[config.mk]
export PLATFORM = sky130hd
export DESIGN_NAME = if_id_stage
export DESIGN_NICKNAME = d
export VERILOG_FILES = /design/src/rtl/if_id_stage_pkg.sv /design/src/rtl/if_id_reg.sv /design/src/rtl/if_id_stage.sv
export SDC_FILE = /design/constraint.sdc
export NUM_CORES = 1
export LEC_CHECK = 0
export BUFFER_PORTS_ARGS = -buffer_cell sky130_fd_sc_hd__buf_2
export CAP_MARGIN = 25
export CORE_MARGIN = 3
export CORE_UTILIZATION = 30
export DETAILED_ROUTE_END_ITERATION = 16
export PLACE_DENSITY_LB_ADDON = 0.08
export RECOVER_POWER = 50
export SYNTH_ARGS = -nofsm -noshare
export SYNTH_HDL_FRONTEND = slang
export SYNTH_SLANG_ARGS = --single-unit
[constraint.sdc]
create_clock -name clk -period 3.3 [get_ports clk]
set_input_delay 0.495 -clock clk [delete_from_list [all_inputs] [get_ports clk]]
set_output_delay 0.495 -clock clk [all_outputs]
set_load 0.02 [all_outputs]
[src/rtl/if_id_stage_pkg.sv]
// Shared definitions for the fetch stage and IF/ID register:
// NOP encoding, PC step, fetch-state encoding and rs/rt positions.
package if_id_stage_pkg;

  localparam logic [31:0] NOP_INSTR = 32'h0;
  localparam int          PC_STEP   = 4;

  localparam int RS_MSB = 25;
  localparam int RS_LSB = 21;
  localparam int RT_MSB = 20;
  localparam int RT_LSB = 16;

  typedef enum logic [1:0] {
    BOOT  = 2'd0,
    FETCH = 2'd1,
    HOLD  = 2'd2
  } fetch_state_e;

endpackage

[src/rtl/if_id_reg.sv]
// IF/ID pipeline register: flush beats stall beats load;
// anything else inserts a NOP bubble with pc+4 held.
module if_id_reg
  import if_id_stage_pkg::*;
#(
  parameter int ADDR_W = 32
) (
  input  logic              clk,
  input  logic              rst_n,
  input  logic              flush,
  input  logic              stall,
  input  logic              load,
  input  logic [31:0]       in_instr,
  input  logic [ADDR_W-1:0] in_pc4,
  output logic [31:0]       instr_q,
  output logic [ADDR_W-1:0] pc4_q,
  output logic              valid_q
);

  logic [31:0]       instr_d;
  logic [ADDR_W-1:0] pc4_d;
  logic              valid_d;

  always_comb begin
    instr_d = instr_q;
    pc4_d   = pc4_q;
    valid_d = valid_q;
    if (flush) begin
      instr_d = NOP_INSTR;
      valid_d = 1'b0;
    end else if (stall) begin
      instr_d = instr_q;
    end else if (load) begin
      instr_d = in_instr;
      pc4_d   = in_pc4;
      valid_d = 1'b1;
    end else begin
      instr_d = NOP_INSTR;
      valid_d = 1'b0;
    end
  end

  always_ff @(posedge clk or negedge rst_n) begin
    if (!rst_n) begin
      instr_q <= NOP_INSTR;
      pc4_q   <= '0;
      valid_q <= 1'b0;
    end else begin
      instr_q <= instr_d;
      pc4_q   <= pc4_d;
      valid_q <= valid_d;
    end
  end

endmodule

[src/rtl/if_id_stage.sv]
// Instruction fetch: PC, req/ack memory port, 1-entry skid
// buffer and redirect kill tracking, feeding the IF/ID register.
module if_id_stage
  import if_id_stage_pkg::*;
#(
  parameter int                ADDR_W   = 32,
  parameter logic [ADDR_W-1:0] RESET_PC = '0
) (
  input  logic              clk,
  input  logic              rst_n,
  input  logic              stall,
  input  logic              redirect,
  input  logic [ADDR_W-1:0] redirect_pc,
  output logic              imem_req,
  output logic [ADDR_W-1:0] imem_addr,
  input  logic              imem_ack,
  input  logic [31:0]       imem_rdata,
  output logic [31:0]       id_instr,
  output logic [ADDR_W-1:0] id_pc_plus4,
  output logic              id_valid,
  output logic [4:0]        id_rs,
  output logic [4:0]        id_rt
);

  fetch_state_e      state_q, state_d;
  logic [ADDR_W-1:0] pc_q, pc_d;
  logic              kill_q, kill_d;
  logic [ADDR_W-1:0] kaddr_q, kaddr_d;
  logic [31:0]       skid_instr_q, skid_instr_d;
  logic [ADDR_W-1:0] skid_pc4_q, skid_pc4_d;

  logic [ADDR_W-1:0] tgt_pc;
  logic [ADDR_W-1:0] pc_inc;
  logic              accept;
  logic              hold;
  logic              unused_rdpc_lsb;

  assign tgt_pc = {redirect_pc[ADDR_W-1:2], 2'b00};
  assign pc_inc = pc_q + ADDR_W'(PC_STEP);
  assign hold   = (state_q == HOLD);
  assign accept = (state_q == FETCH) && imem_ack
                && !kill_q && !redirect;

  assign unused_rdpc_lsb = ^redirect_pc[1:0];

  always_comb begin
    state_d      = state_q;
    pc_d         = pc_q;
    kill_d       = kill_q;
    kaddr_d      = kaddr_q;
    skid_instr_d = skid_instr_q;
    skid_pc4_d   = skid_pc4_q;
    unique case (state_q)
      BOOT: begin
        state_d = FETCH;
        if (redirect) pc_d = tgt_pc;
      end
      FETCH: begin
        if (imem_ack) begin
          kill_d = 1'b0;
          if (redirect) begin
            pc_d = tgt_pc;
          end else if (!kill_q) begin
            pc_d = pc_inc;
            if (stall) begin
              state_d      = HOLD;
              skid_instr_d = imem_rdata;
              skid_pc4_d   = pc_inc;
            end
          end
        end else if (redirect) begin
          // keep the in-flight address until memory acks it
          kill_d = 1'b1;
          if (!kill_q) kaddr_d = pc_q;
          pc_d = tgt_pc;
        end
      end
      HOLD: begin
        if (redirect) begin
          state_d      = FETCH;
          pc_d         = tgt_pc;
          skid_instr_d = NOP_INSTR;
        end else if (!stall) begin
          state_d = FETCH;
        end
      end
      default: state_d = BOOT;
    endcase
  end

  always_ff @(posedge clk or negedge rst_n) begin
    if (!rst_n) begin
      state_q      <= BOOT;
      pc_q         <= RESET_PC;
      kill_q       <= 1'b0;
      kaddr_q      <= '0;
      skid_instr_q <= NOP_INSTR;
      skid_pc4_q   <= '0;
    end else begin
      state_q      <= state_d;
      pc_q         <= pc_d;
      kill_q       <= kill_d;
      kaddr_q      <= kaddr_d;
      skid_instr_q <= skid_instr_d;
      skid_pc4_q   <= skid_pc4_d;
    end
  end

  assign imem_req  = (state_q == FETCH);
  assign imem_addr = kill_q ? kaddr_q : pc_q;

  if_id_reg #(.ADDR_W(ADDR_W)) u_reg (
    .clk      (clk),
    .rst_n    (rst_n),
    .flush    (redirect),
    .stall    (stall),
    .load     (hold || accept),
    .in_instr (hold ? skid_instr_q : imem_rdata),
    .in_pc4   (hold ? skid_pc4_q : pc_inc),
    .instr_q  (id_instr),
    .pc4_q    (id_pc_plus4),
    .valid_q  (id_valid)
  );

  assign id_rs = id_instr[RS_MSB:RS_LSB];
  assign id_rt = id_instr[RT_MSB:RT_LSB];

endmodule

==> impl_metrics.tcl, run 1 <==
set metrics [dict create \
    run_status "finished with violations" \
    violations "max-capacitance violations, max-slew violations" \
    post_cts_hold_buffer_count 0 \
    vias_in_the_first_global_route 7122 \
    crit_path_cells "ha_1, nand4_1, or3_1, nor4_1, mux2i_1, nand3_1" \
    port-buffer-count 174 \
    path_max_fanout 9 \
    p_clk_frac 0.277 \
    crit_path_top_delay_cell "sky130_fd_sc_hd__or3_1" \
    synth_top_cell_by_area "sky130_fd_sc_hd__dfrtp_1" \
    drt_pass1_iterations 5 \
    worst_clock_skew_ps 9.00 \
    minimum_period_implied_by_the_final_worst_setup_slack_ps 2530 \
    pwr_density_cell_nw_per_um2 678 \
    power.share.sequential 0.461 \
    cts-root-buf "sky130_fd_sc_hd__clkbuf_16" \
    cp_data_arrival_time_ps 2860 \
    synth_async_sr_flop_share 1.00 \
    gr-usage-all-layers 0.162 \
    worst_hold_path_type "primary input to register" \
    cp-end-kind "register" \
    grt_pass1_wl_um 42700 \
    cts_post_setup_buffers_inserted 0 \
    final_max_slew_viol_count 66 \
    share_comb_of_total_power 0.262 \
    htree_levels 4 \
    crit_share_post_route 0.768 \
    maxClockFrequency_mhz 395 \
    top_level_ports 177 \
    drt-vias-per-instance 4.88 \
    syn_area_per_cell_um2 9.68 \
    global_route_met2_utilization 0.239 \
    route.final.wire_length_um 27200 \
    global_route.usage.met3 0.0353 \
    final_layout_size_suffix_gt1_frac 0.233 \
    yosys-top-cells-area "sky130_fd_sc_hd__dfrtp_1 52%, sky130_fd_sc_hd__nand2_1 7.4%, sky130_fd_sc_hd__mux2_2 7.3%, sky130_fd_sc_hd__o21ai_0 6.7%, sky130_fd_sc_hd__a21boi_0 2.6%" \
    area_growth_pct 18.5 \
    start_util 0.306 \
    routed-via-count 7410 \
    die-height_um 183 \
    timing_worst_setup_path_type "register to register" \
    max_stage_delay_ps 580 \
    worstRegToRegCells 6 \
    synth.distinct_cells 66 \
    syn_nets 1043 \
    gp_routability_congestion 0.821 \
    cts.sink_count 196 \
    synth_area_um2 9420 \
    hold_viol_final 0 \
    placement_rows 64 \
    ys_dominant_reg_cell "sky130_fd_sc_hd__dfrtp_1" \
    finalNetCount 1179 \
    setup_violations_final 0 \
    hp-start "redirect_pc[29]" \
    fraction_of_power_spent_switching_nets 0.352 \
    synth-warning-count 0 \
    synth_sequential_area_ratio 0.521 \
    leakage_nw 4.99 \
    clkSlewWorstSetupHoldPaths_ps 80 \
    rsz0062_at_grt "false" \
    die-width_um 183 \
    wl_per_cell_um 17.9 \
    hpwl_um 18400 \
    yosysTopAreaCellShare 0.521 \
    ir_drop_mv 0.361 \
    grt.met1_usage 0.243 \
    r2r-start "pc_q[2]" \
    count_of_flip_flops_with_a_built_in_enable_after_synthesis 0 \
    total_switching_power_mw 2.66 \
    ant_nets 0 \
    tritoncts.num_buffers 17 \
    cts.repair.resized 0 \
    clk-insertion-delay-late_ps 440 \
    internal-power_mw 4.91 \
    gr-max-usage-layer "met1" \
    critical_path.startpoint "pc_q[2]" \
    fp.dieArea_um2 33500 \
    postSynthCellCount 973 \
    ys_ff_latch 196 \
    maxCapViolations 1 \
    tightest_slew_ps 1750 \
    setup_total_negative_slack_ps 0 \
    grt_antenna_before_repair 0 \
    antennaDiodeCount 0 \
    worst_ep_required_time_ps 3620 \
    grt_start_max_net_pins 73 \
    relSlewSlack -0.169 \
    globalRoute.totalOverflow 0 \
    cts_buffer_depth 2 \
    hold-worst-slack_ps 274 \
    post-route-drc-count 0 \
    critical_path.startpoint_type "register" \
    worstHoldPathCells 3 \
    placeableCoreArea_um2 30700 \
    cts_tree "yes" \
    first_iteration_detailed_routing_drc_count 425 \
]
cell usage in the layout, fill, tap and decap left out, drive strengths merged, types with 10 or more instances in the layout:
cell type    n
clkbuf      72
nand3       28
mux2        61
o211ai      12
nand4       13
buf        143
nor3        16
o21ai      130
a31oi       11
xor2        10
a21boi      32
nand2      186
dfrtp      196
nor2        47
inv         20
a21oi       23
xnor2       13
synth_stat cells (12+ instances only):
master and number:
sky130_fd_sc_hd__dfrtp_1 196, sky130_fd_sc_hd__nand2_1 186, sky130_fd_sc_hd__o21ai_0 126, sky130_fd_sc_hd__mux2_2 61, sky130_fd_sc_hd__clkbuf_1 49, sky130_fd_sc_hd__nor2_1 45, sky130_fd_sc_hd__a21boi_0 32, sky130_fd_sc_hd__nand3_1 27
sky130_fd_sc_hd__a21oi_1 23, sky130_fd_sc_hd__buf_2 19, sky130_fd_sc_hd__xnor2_1 13, sky130_fd_sc_hd__nor3_1 12, sky130_fd_sc_hd__o211ai_1 12
kinds of logic (layout without fill, tap and decap cells):
family	Yosys count	in the layout	synth area share
compound gates	260	260	0.169
mux	64	64	0.0761
xor+xnor	23	23	0.0214
buf+inv	92	241	0.0441
fa+ha+maj	1	1	0.00133
flops	196	196	0.521
simple gates	337	337	0.167
per-stage QoR:
| step | std cells | instance area (um^2) | setup slack [ps] | total power [mW] | utilization |
|---|---|---|---|---|---|
| 2_1_floorplan | 973 | 9420 | 1250 | 4.82 | - |
| 3_3_place_gp | 1486 | 10700 | 789 | 5.55 | 0.348 |
| 3_5_place_dp | 1486 | 10700 | 766 | 5.59 | 0.348 |
| 4_1_cts | 1518 | 11300 | 754 | 7.73 | 0.366 |
| 5_1_grt | 1518 | 11200 | 399 | 8.08 | 0.363 |
| 6_report | 1518 | 11200 | 766 | 7.57 | 0.363 |
cell type report:
class                   instances  area [um^2]
fillers                      3229        19600
flip-flops and latches        196         4900
multi-input cells             685         4120
repair buffers                198         1020
well taps                     396          495
clock buffers                  17          425
clock inverters                15          145
inverters                      11         41.3
final timing paths:
| path | end | slack, ps |
|---|---|---|
| min reg2reg | u_reg.pc4_q[11] | 470 |
| max reg2reg | pc_q[28] | 770 |
| min | pc_q[29] | 270 |
| max in group asynchronous | kaddr_q[10] | 860 |
| max | pc_q[28] | 770 |
| min in group asynchronous | u_reg.instr_q[7] | 480 |
worst max-delay path: cells and delay by family (launching register included):
family / cells / cell delay (ps)
multiplexers: 1 / 220
flip-flops: 1 / 550
adder cells (fa/ha/maj): 1 / 390
AND/OR/NAND/NOR: 4 / 1250
state kept, by name, summed over array words and instances, names as in the netlist, 2 cells and up:
signal         count
kaddr_q           32
pc_q              32
skid_instr_q      32
skid_pc4_q        32
state_q            2
u_reg.instr_q     32
u_reg.pc4_q       32
power by group through the flow:
stage | clock (mW) | sequential, mW | combinational [mW]
3_5_place_dp | 0 | 3.54 | 2.05
4_1_cts | 2.18 | 3.49 | 2.06
2_1_floorplan | 0 | 3.61 | 1.21
3_3_place_gp | 0 | 3.51 | 2.04
5_1_grt | 2.27 | 3.59 | 2.22
6_report | 2.10 | 3.49 | 1.98
layer usage:
layer  wire length, um  share of wire  up-vias
li1                  -              -     3677
met1             13900           0.51     3534
met2             11700           0.43      182
met3              1210          0.044       17
met4               292          0.011        0
met5                 0              0        -
Power figures use the tool's default switching activity.
==> run 2, diff against run 1 <==
==> constraint.sdc (replaced) <==
create_clock -name clk -period 2.3 [get_ports clk]
set_input_delay 0.345 -clock clk [delete_from_list [all_inputs] [get_ports clk]]
set_output_delay 0.345 -clock clk [all_outputs]
set_load 0.02 [all_outputs]
==> run 2 against run 1 <==
Net effect:
- the flow now finishes without violations
- critical path depth down 3
- sequential share of layout area decreased by 1.3 points
- critical endpoint is now imem_addr[6]
- clock power increased by 41%
- sequential power increased by 41%
- wire length up 1.7%
- register-to-register slack worse by 530 ps
==> impl_metrics.tcl, run 2 (synthesis gave the netlist of run 1 again) <==
set metrics [dict create \
    setup_ws_ps 133 \
    utilization 0.374 \
    post-route-drc-count 0 \
    cts_buffer_depth 2 \
    htree_levels 4 \
    grt_start_max_net_pins 65 \
    worst_clock_skew_ps 8.89 \
    fp.dieArea_um2 33500 \
    place_worst_setup_slack_ps 223 \
    start_util 0.306 \
    worst_ep_required_time_ps 1960 \
    final_instance_count_excl_fillers 1553 \
    cell_type_group_with_the_largest_total_delay_on_the_critical_path "flip-flops" \
    ir_drop_mv 0.490 \
    ant_nets 0 \
    wl_per_cell_um 17.8 \
    timing_worst_setup_path_type "register to output port" \
    globalRoute.totalOverflow 0 \
    area_growth_pct 22.2 \
    crit_path_top_delay_cell "sky130_fd_sc_hd__dfrtp_1" \
    pwr_density_cell_nw_per_um2 952 \
    grt_pass1_wl_um 43800 \
    cts.sink_count 196 \
    setup_total_negative_slack_ps 0 \
    seq_area_um2 4900 \
    grt_antenna_before_repair 0 \
    final_layout_size_suffix_gt1_frac 0.255 \
    p_total_mw 11.0 \
    finalNetCount 1216 \
    cp-end-kind "output port" \
    setup_violations_final 0 \
    commonest_non_fill_non_tap_cell_in_the_layout "sky130_fd_sc_hd__dfrtp_1" \
    run_status "complete, no violations" \
    cp_data_arrival_time_ps 1820 \
    rsz0062_at_grt "false" \
    first_iteration_detailed_routing_drc_count 447 \
    die-height_um 183 \
    path_max_fanout 40 \
    most-common-layout-cells "196 x sky130_fd_sc_hd__dfrtp_1, 186 x sky130_fd_sc_hd__nand2_1, 126 x sky130_fd_sc_hd__o21ai_0, 122 x sky130_fd_sc_hd__buf_2, 61 x sky130_fd_sc_hd__mux2_2" \
    relSlewSlack 0.130 \
    grt.met1_usage 0.248 \
    port-buffer-count 174 \
    tightest_slew_ps 1310 \
    crit_share_post_route 0.942 \
    gr-usage-all-layers 0.167 \
    global_route.usage.met3 0.0345 \
    tritoncts.num_buffers 17 \
    clk-insertion-delay-late_ps 440 \
    top_level_ports 177 \
    cts_post_setup_buffers_inserted 0 \
    gr-max-usage-layer "met2" \
    num-fill-cells 3243 \
    critical_path.startpoint_type "register" \
    drt-vias-per-instance 4.84 \
    vias_in_the_first_global_route 7419 \
    clkSlewWorstSetupHoldPaths_ps 70 \
    placement_rows 64 \
    cts-root-buf "sky130_fd_sc_hd__clkbuf_16" \
    max_stage_delay_ps 500 \
    hpwl_um 19300 \
    leakage_nw 5.19 \
    hold_viol_final 0 \
    route.final.wire_length_um 27600 \
    cts_tree "yes" \
    path_buf_inv 2 \
    global_route_met2_utilization 0.248 \
    multi_input_comb_area_um2 4120 \
    crit_path_cells "buf_8, mux2_2, buf_2" \
    post_dp_cell_area_um2 11000 \
    die-width_um 183 \
    minimum_period_implied_by_the_final_worst_setup_slack_ps 2170 \
    worst_hold_path_type "primary input to register" \
    placed_cells 1522 \
    drt_pass1_iterations 6 \
    hold-worst-slack_ps 133 \
    antennaDiodeCount 0 \
    maxCapViolations 0 \
    maxClockFrequency_mhz 462 \
    placeableCoreArea_um2 30700 \
    post-route-cell-area_um2 11500 \
    routed-via-count 7522 \
    final_max_slew_viol_count 0 \
    gp_routability_congestion 0.780 \
]
-- run 2: repair_timing --
item / 4_1_cts / 5_1_grt
resized for setup: 1 / 2
hold buffers: 1 / 0
setup endpoints to repair: 25 / 15
endpoints found under the hold margin: 42 / 0
-- run 2: worst paths after layout --
| kind | end | startpoint | cells past startpoint | slack (ps) |
|---|---|---|---|---|
| min in group asynchronous | u_reg.instr_q[7] | rst_n | 2 | 730 |
| hold reg to reg | u_reg.pc4_q[11] | u_reg.pc4_q[11] | 2 | 470 |
| setup / recovery | imem_addr[6] | kill_q | 3 | 130 |
| setup reg to reg | u_reg.pc4_q[22] | pc_q[2] | 8 | 240 |
| max in group asynchronous | kaddr_q[23] | rst_n | 3 | 310 |
| hold / removal | pc_q[27] | redirect_pc[27] | 3 | 130 |
-- run 2: area by class of cell --
cell class              instances  share of cell area
flip-flops and latches        196               0.426
multi-input cells             685               0.358
repair buffers                235               0.120
well taps                     396              0.0431
clock buffers                  20              0.0406
clock inverters                10             0.00870
inverters                      11             0.00359
-- run 2: per-layer routing --
metal	vias to the layer above	wire length [um]
met4	0	318
li1	3755	-
met5	-	0
met2	186	11900
met1	3566	14200
met3	15	1170
-- run 2: report_power, final --
group          internal [mW]  total (mW)  leakage [nW]  switching (mW)
registers               4.40        4.93          2.45           0.538
clock network           1.58        2.97         0.279            1.39
logic                   1.22        3.05          2.46            1.83
-- run 2: worst min-delay path, stage by stage --
cell and delay, ps:
sky130_fd_sc_hd__buf_2 80, sky130_fd_sc_hd__nand2_1 50, sky130_fd_sc_hd__nand3_1 60
